--- src/rtl/hdmi_audio_conditioner.sv ---
// Audio front end for the HDMI encoder: fractional sample-clock generator,
// per-sample PCM capture, ramped gain with mute, round-down and saturate with sticky clip flags.
module hdmi_audio_conditioner #(
  parameter int CHANNELS  = 2,
  parameter int IN_WIDTH  = 18,
  parameter int OUT_WIDTH = 16,
  parameter int SHIFT     = 2,
  parameter int GAIN_BITS = 4,
  parameter int ACC_WIDTH = 24
) (
  input  logic                          clk,
  input  logic                          reset,
  input  logic [ACC_WIDTH-1:0]          rate_inc,
  input  logic [CHANNELS*IN_WIDTH-1:0]  audio_in,
  input  logic [GAIN_BITS-1:0]          volume,
  input  logic                          mute,
  input  logic                          clip_clr,
  output logic                          clk_audio,
  output logic                          sample_stb,
  output logic [CHANNELS*OUT_WIDTH-1:0] audio_out,
  output logic [GAIN_BITS-1:0]          gain_cur,
  output logic [CHANNELS-1:0]           clip
);

  // Product width: signed sample times a zero-extended unsigned gain code.
  localparam int PW = IN_WIDTH + GAIN_BITS + 1;
  localparam int SH = GAIN_BITS - 1 + SHIFT;
  localparam logic [GAIN_BITS-1:0] GAIN_ONE = 1;
  localparam logic signed [PW-1:0] SAT_HI = {{(PW-OUT_WIDTH+1){1'b0}}, {(OUT_WIDTH-1){1'b1}}};
  localparam logic signed [PW-1:0] SAT_LO = {{(PW-OUT_WIDTH+1){1'b1}}, {(OUT_WIDTH-1){1'b0}}};

  logic [ACC_WIDTH-1:0]         acc;
  logic [ACC_WIDTH:0]           acc_sum;
  logic                         tick;
  logic                         capture;
  logic                         cap_d1;
  logic                         cap_d2;
  logic [CHANNELS*IN_WIDTH-1:0] snap;
  logic [GAIN_BITS-1:0]         gain_tgt;
  logic [GAIN_BITS-1:0]         gain_nxt;
  logic [CHANNELS-1:0]          clip_set;

  assign acc_sum = {1'b0, acc} + {1'b0, rate_inc};
  assign tick    = acc_sum[ACC_WIDTH];
  // A tick while clk_audio is high is its falling transition: the capture point.
  assign capture = tick & clk_audio;

  always_ff @(posedge clk or posedge reset) begin
    if (reset) begin
      acc        <= '0;
      clk_audio  <= 1'b0;
      sample_stb <= 1'b0;
    end else begin
      acc        <= acc_sum[ACC_WIDTH-1:0];
      sample_stb <= tick & ~clk_audio;
      if (tick)
        clk_audio <= ~clk_audio;
    end
  end

  always_ff @(posedge clk or posedge reset) begin
    if (reset) begin
      snap   <= '0;
      cap_d1 <= 1'b0;
      cap_d2 <= 1'b0;
    end else begin
      cap_d1 <= capture;
      cap_d2 <= cap_d1;
      if (capture)
        snap <= audio_in;
    end
  end

  always_comb begin
    gain_tgt = mute ? '0 : volume;
    gain_nxt = gain_cur;
    if (gain_cur < gain_tgt)
      gain_nxt = gain_cur + GAIN_ONE;
    else if (gain_cur > gain_tgt)
      gain_nxt = gain_cur - GAIN_ONE;
  end

  // The product stage consumes the stepped gain in the same cycle it is registered.
  always_ff @(posedge clk or posedge reset) begin
    if (reset)
      gain_cur <= '0;
    else if (cap_d1)
      gain_cur <= gain_nxt;
  end

  for (genvar i = 0; i < CHANNELS; i++) begin : g_ch
    logic signed [IN_WIDTH-1:0]  s_in;
    logic signed [PW-1:0]        s_ext;
    logic signed [PW-1:0]        g_ext;
    logic signed [PW-1:0]        prod_c;
    logic signed [PW-1:0]        prod_q;
    logic signed [PW-1:0]        y;
    logic                        sat_hi;
    logic                        sat_lo;
    logic signed [OUT_WIDTH-1:0] y_sat;
    logic signed [OUT_WIDTH-1:0] out_q;

    assign s_in   = snap[i*IN_WIDTH +: IN_WIDTH];
    assign s_ext  = PW'(s_in);
    assign g_ext  = PW'({1'b0, gain_nxt});
    assign prod_c = s_ext * g_ext;
    assign y      = prod_q >>> SH;
    assign sat_hi = y > SAT_HI;
    assign sat_lo = y < SAT_LO;

    always_comb begin
      y_sat = y[OUT_WIDTH-1:0];
      if (sat_hi)
        y_sat = SAT_HI[OUT_WIDTH-1:0];
      else if (sat_lo)
        y_sat = SAT_LO[OUT_WIDTH-1:0];
    end

    always_ff @(posedge clk or posedge reset) begin
      if (reset) begin
        prod_q <= '0;
        out_q  <= '0;
      end else begin
        if (cap_d1)
          prod_q <= prod_c;
        if (cap_d2)
          out_q <= y_sat;
      end
    end

    assign clip_set[i] = cap_d2 & (sat_hi | sat_lo);
    assign audio_out[i*OUT_WIDTH +: OUT_WIDTH] = out_q;
  end

  // A new saturation in the clearing cycle survives the clear.
  always_ff @(posedge clk or posedge reset) begin
    if (reset)
      clip <= '0;
    else
      clip <= (clip & ~{CHANNELS{clip_clr}}) | clip_set;
  end

endmodule

--- config.mk ---
export PLATFORM = sky130hd
export DESIGN_NAME = hdmi_audio_conditioner
export DESIGN_NICKNAME = d
export VERILOG_FILES = /design/src/rtl/hdmi_audio_conditioner.sv
export SDC_FILE = /design/constraint.sdc
export NUM_CORES = 1
export LEC_CHECK = 0
export ABC_AREA = 1
export BUFFER_PORTS_ARGS = -buffer_cell sky130_fd_sc_hd__buf_4
export CORE_MARGIN = 1.5
export CORE_UTILIZATION = 30
export CTS_BUF_LIST = sky130_fd_sc_hd__clkbuf_4 sky130_fd_sc_hd__clkbuf_8
export DETAILED_ROUTE_END_ITERATION = 16
export PLACE_DENSITY = 0.53
export RECOVER_POWER = 50
export SLEW_MARGIN = 5
export SYNTH_ARGS = -nofsm -noshare
export SYNTH_HDL_FRONTEND = slang
export SYNTH_SLANG_ARGS = --single-unit
--- constraint.sdc ---
create_clock -name clk -period 13 [get_ports clk]
set_clock_uncertainty 0.2 [all_clocks]
set_input_delay 1.95 -clock clk [delete_from_list [all_inputs] [get_ports clk]]
set_output_delay 1.95 -clock clk [all_outputs]
set_load 0.01 [all_outputs]
==> results.yml <==
sta:
  setup_violations: 0
  finalMaxSlewViolations: 178
  min_period_ns: 7.43
  max_slew_margin_pct: -184
  finalSetupTns_ns: 0
  max_clock_freq_mhz: 135
  rsz_0062_raised_after_global_routing: "false"
  post-route-period-util_pct: 57.2
  hold_viol: 0
  tightest_slew_ns: 4.25
run:
  timing.max_cap.violations: 3
drt:
  ant_nets: 0
  drc_errors: 0
  detailedRoute.firstIterationViolations: 525
  wl_per_cell_um: 14.1
  drt-pass1-iter-count: 8
  routed-via-count: 9495
  avgViaCountPerCell: 4.50
  routed_wirelength_um: 29700
logic_synthesis:
  synth.lib_cells_used.distinct: 49
  yosysTopAreaCell: "sky130_fd_sc_hd__dfrtp_1"
  ys_ff_latch: 138
  syn-num-nets: 1734
  syn_inst: 1479
  netlist_top_cells_area: "sky130_fd_sc_hd__dfrtp_1 (29%), sky130_fd_sc_hd__fa_1 (12%), sky130_fd_sc_hd__ha_1 (12%)"
  seq_area_frac_synth_pct: 29.4
  synth-async-reset-ratio_pct: 100
  dominantRegCellSynth: "sky130_fd_sc_hd__dfrtp_1"
  synth-edff-count: 0
  synth_top_area_share_pct: 29.4
  yosysWarnings: 0
  syn-cell-area_mm2: 0.0117
  synth_area_per_cell_um2: 7.94
global_route:
  grt_max_degree: 78
  grt_usage_pct: 15.4
  antenna_found_initial: 1
  vias_in_the_first_global_route: 9697
  grt_pass1_wl_um: 50700
  overflow: 0
setup_path:
  cp-end-kind: "async pin"
  r2r_worst_path_depth: 21
  crit_type: "in2async"
  critPathArrivalTime_ns: 6.83
  worst-endpoint-required_ns: 12.40
  timing.critical_path.cells: "clkbuf_4, clkinvlp_2, clkbuf_1"
  critical-path-max-stage-delay_ns: 3.07
  critical-path-slowest-cell: "sky130_fd_sc_hd__clkbuf_1"
  crit_fanout: 77
  start_kind: "primary input"
outcome:
  failed_checks: "capacitance limit, slew limit"
  run_status: "finished with violations"
clock_network:
  clock_sinks: 138
  clkTransAtPathRegs_ns: 0.10
  post_cts.resized_instances: 0
  post-cts-setup-buffers: 0
  clock_tree.htree_level_count: 4
  worst_skew_pair.late_latency_ns: 0.49
  cts_tree: "done"
  cts_root_buffer: "sky130_fd_sc_hd__clkbuf_8"
  cts_hold_repair.buffers: 0
  cts-buffers-inserted: 17
  max-clock-path-buffers: 2
die:
  floorplan.io_pins: 108
  die-height_um: 201
  floorplan.die.width_um: 201
  start_util_pct: 30.4
  fp.dieArea_mm2: 0.0404
  placement_rows: 72
  core_region_area_mm2: 0.0386
worst_hold_path:
  timing.hold.worst_path_depth: 1
  worstHoldPathType: "reg2reg"
cells_and_area:
  finish.net_count: 1832
  syn2layout_area_growth_pct: 13.6
  final_util_pct: 34.5
  layout-drive-gt1-share_pct: 9.75
placement:
  dp.final_hpwl_um: 23500
  place_congestion: 0.846
  io_buffers: 107
logic make-up (layout without fill, tap and decap cells):
| logic type | count (synthesis) | after routing | share of synthesized area (%) |
|---|---|---|---|
| adders and majority gates | 187 | 187 | 24.6 |
| xor gates and xnor gates | 50 | 50 | 3.79 |
| DFF | 138 | 138 | 29.4 |
| AOI/OAI and AO/OA | 244 | 244 | 12.7 |
| other | 0 | 1 | 0 |
| muxes | 2 | 2 | 0.192 |
| buffers and inverters | 325 | 436 | 10.9 |
| and+or+nand+nor | 533 | 533 | 18.5 |
flip-flops by register name, indices dropped and copies added (netlist names), 2 cells and up:
name,count
acc,24
clip,2
g_ch.out_q,32
g_ch.prod_q,36
gain_cur,4
snap,36
worst paths after layout:
check / startpoint / endpoint / slack [ns]
min: acc[0] / acc[0] / 0.28
min reg2reg: acc[0] / acc[0] / 0.28
max in group clk: mute / g_ch[0].prod_q[21] / 6.07
min in group asynchronous: reset / acc[5] / 2.07
max reg2reg: gain_cur[3] / g_ch[0].prod_q[21] / 7.27
max: reset / snap[9] / 5.57
worst max-delay path: cells and delay by family:
family	cells	cell delay, ns
buffers and inverters	3	4.78
Yosys cell counts, types with 3 or more instances:
master / count
sky130_fd_sc_hd__nand2_1: 257
sky130_fd_sc_hd__ha_1: 114
sky130_fd_sc_hd__o21ai_0: 59
sky130_fd_sc_hd__o22ai_1: 30
sky130_fd_sc_hd__o21ai_1: 13
sky130_fd_sc_hd__nand3_1: 37
sky130_fd_sc_hd__nor3_1: 11
sky130_fd_sc_hd__clkbuf_1: 23
sky130_fd_sc_hd__o31ai_1: 3
sky130_fd_sc_hd__buf_6: 7
sky130_fd_sc_hd__xor2_1: 21
sky130_fd_sc_hd__nand4_1: 14
sky130_fd_sc_hd__a211oi_1: 3
sky130_fd_sc_hd__nand3b_1: 3
sky130_fd_sc_hd__o21a_1: 4
sky130_fd_sc_hd__a21oi_2: 3
sky130_fd_sc_hd__a21oi_1: 65
sky130_fd_sc_hd__inv_1: 284
sky130_fd_sc_hd__xnor2_1: 28
sky130_fd_sc_hd__dfrtp_1: 138
sky130_fd_sc_hd__o21bai_1: 6
sky130_fd_sc_hd__fa_1: 73
sky130_fd_sc_hd__o221ai_1: 3
sky130_fd_sc_hd__a31oi_1: 13
sky130_fd_sc_hd__buf_2: 4
sky130_fd_sc_hd__inv_2: 3
sky130_fd_sc_hd__nor2_1: 197
sky130_fd_sc_hd__o21ai_2: 29
stage by stage:
stage / cell area (µm²) / std cells / worst slack [ns] / hold WS [ns]
6_report: 13300 / 2109 / 5.57 / 0.280
5_1_grt: 13300 / 2109 / 4.01 / 0.310
4_1_cts: 13500 / 2108 / 6.12 / 0.286
3_5_place_dp: 13100 / 2076 / 5.61 / 0.260
3_3_place_gp: 13100 / 2076 / 5.64 / 0.253
2_1_floorplan: 11700 / 1479 / 6.32 / 0.152
layout make-up:
class | count | area (µm²)
Fill cell | 4089 | 25300
Tap cell | 518 | 648
Timing Repair Buffer | 115 | 706
Clock inverter | 15 | 205
Clock buffer | 17 | 234
Inverter | 289 | 1090
Antenna cell | 1 | 2.50
Multi-Input combinational cell | 1016 | 7010
Sequential cell | 138 | 3450
layer usage:
metal	vias up	track usage, %	wire length [µm]
li1	4877	-	-
met1	4439	23.3	16100
met2	153	22.7	12300
met3	26	2.47	934
met4	0	3.95	348
met5	-	0	0
placed cells by master (no fill, tap or decap), types with 11 or more instances in the layout:
master | Yosys | final
sky130_fd_sc_hd__o21ai_0 | 59 | 59
sky130_fd_sc_hd__inv_1 | 284 | 283
sky130_fd_sc_hd__clkbuf_8 | 0 | 17
sky130_fd_sc_hd__buf_4 | 0 | 68
sky130_fd_sc_hd__o22ai_1 | 30 | 30
sky130_fd_sc_hd__nand2_1 | 257 | 257
sky130_fd_sc_hd__fa_1 | 73 | 73
sky130_fd_sc_hd__a31oi_1 | 13 | 13
sky130_fd_sc_hd__a21oi_1 | 65 | 67
sky130_fd_sc_hd__clkbuf_1 | 23 | 42
sky130_fd_sc_hd__ha_1 | 114 | 114
sky130_fd_sc_hd__nor2_1 | 197 | 197
sky130_fd_sc_hd__nand3_1 | 37 | 37
sky130_fd_sc_hd__xor2_1 | 21 | 21
sky130_fd_sc_hd__o21ai_2 | 29 | 29
sky130_fd_sc_hd__nor3_1 | 11 | 11
sky130_fd_sc_hd__dfrtp_1 | 138 | 138
sky130_fd_sc_hd__xnor2_1 | 28 | 28
sky130_fd_sc_hd__nand4_1 | 14 | 14
sky130_fd_sc_hd__o21ai_1 | 13 | 13
Power is not shown: default switching activity piles up to over one toggle a cycle in this logic, so the estimate is an artifact.
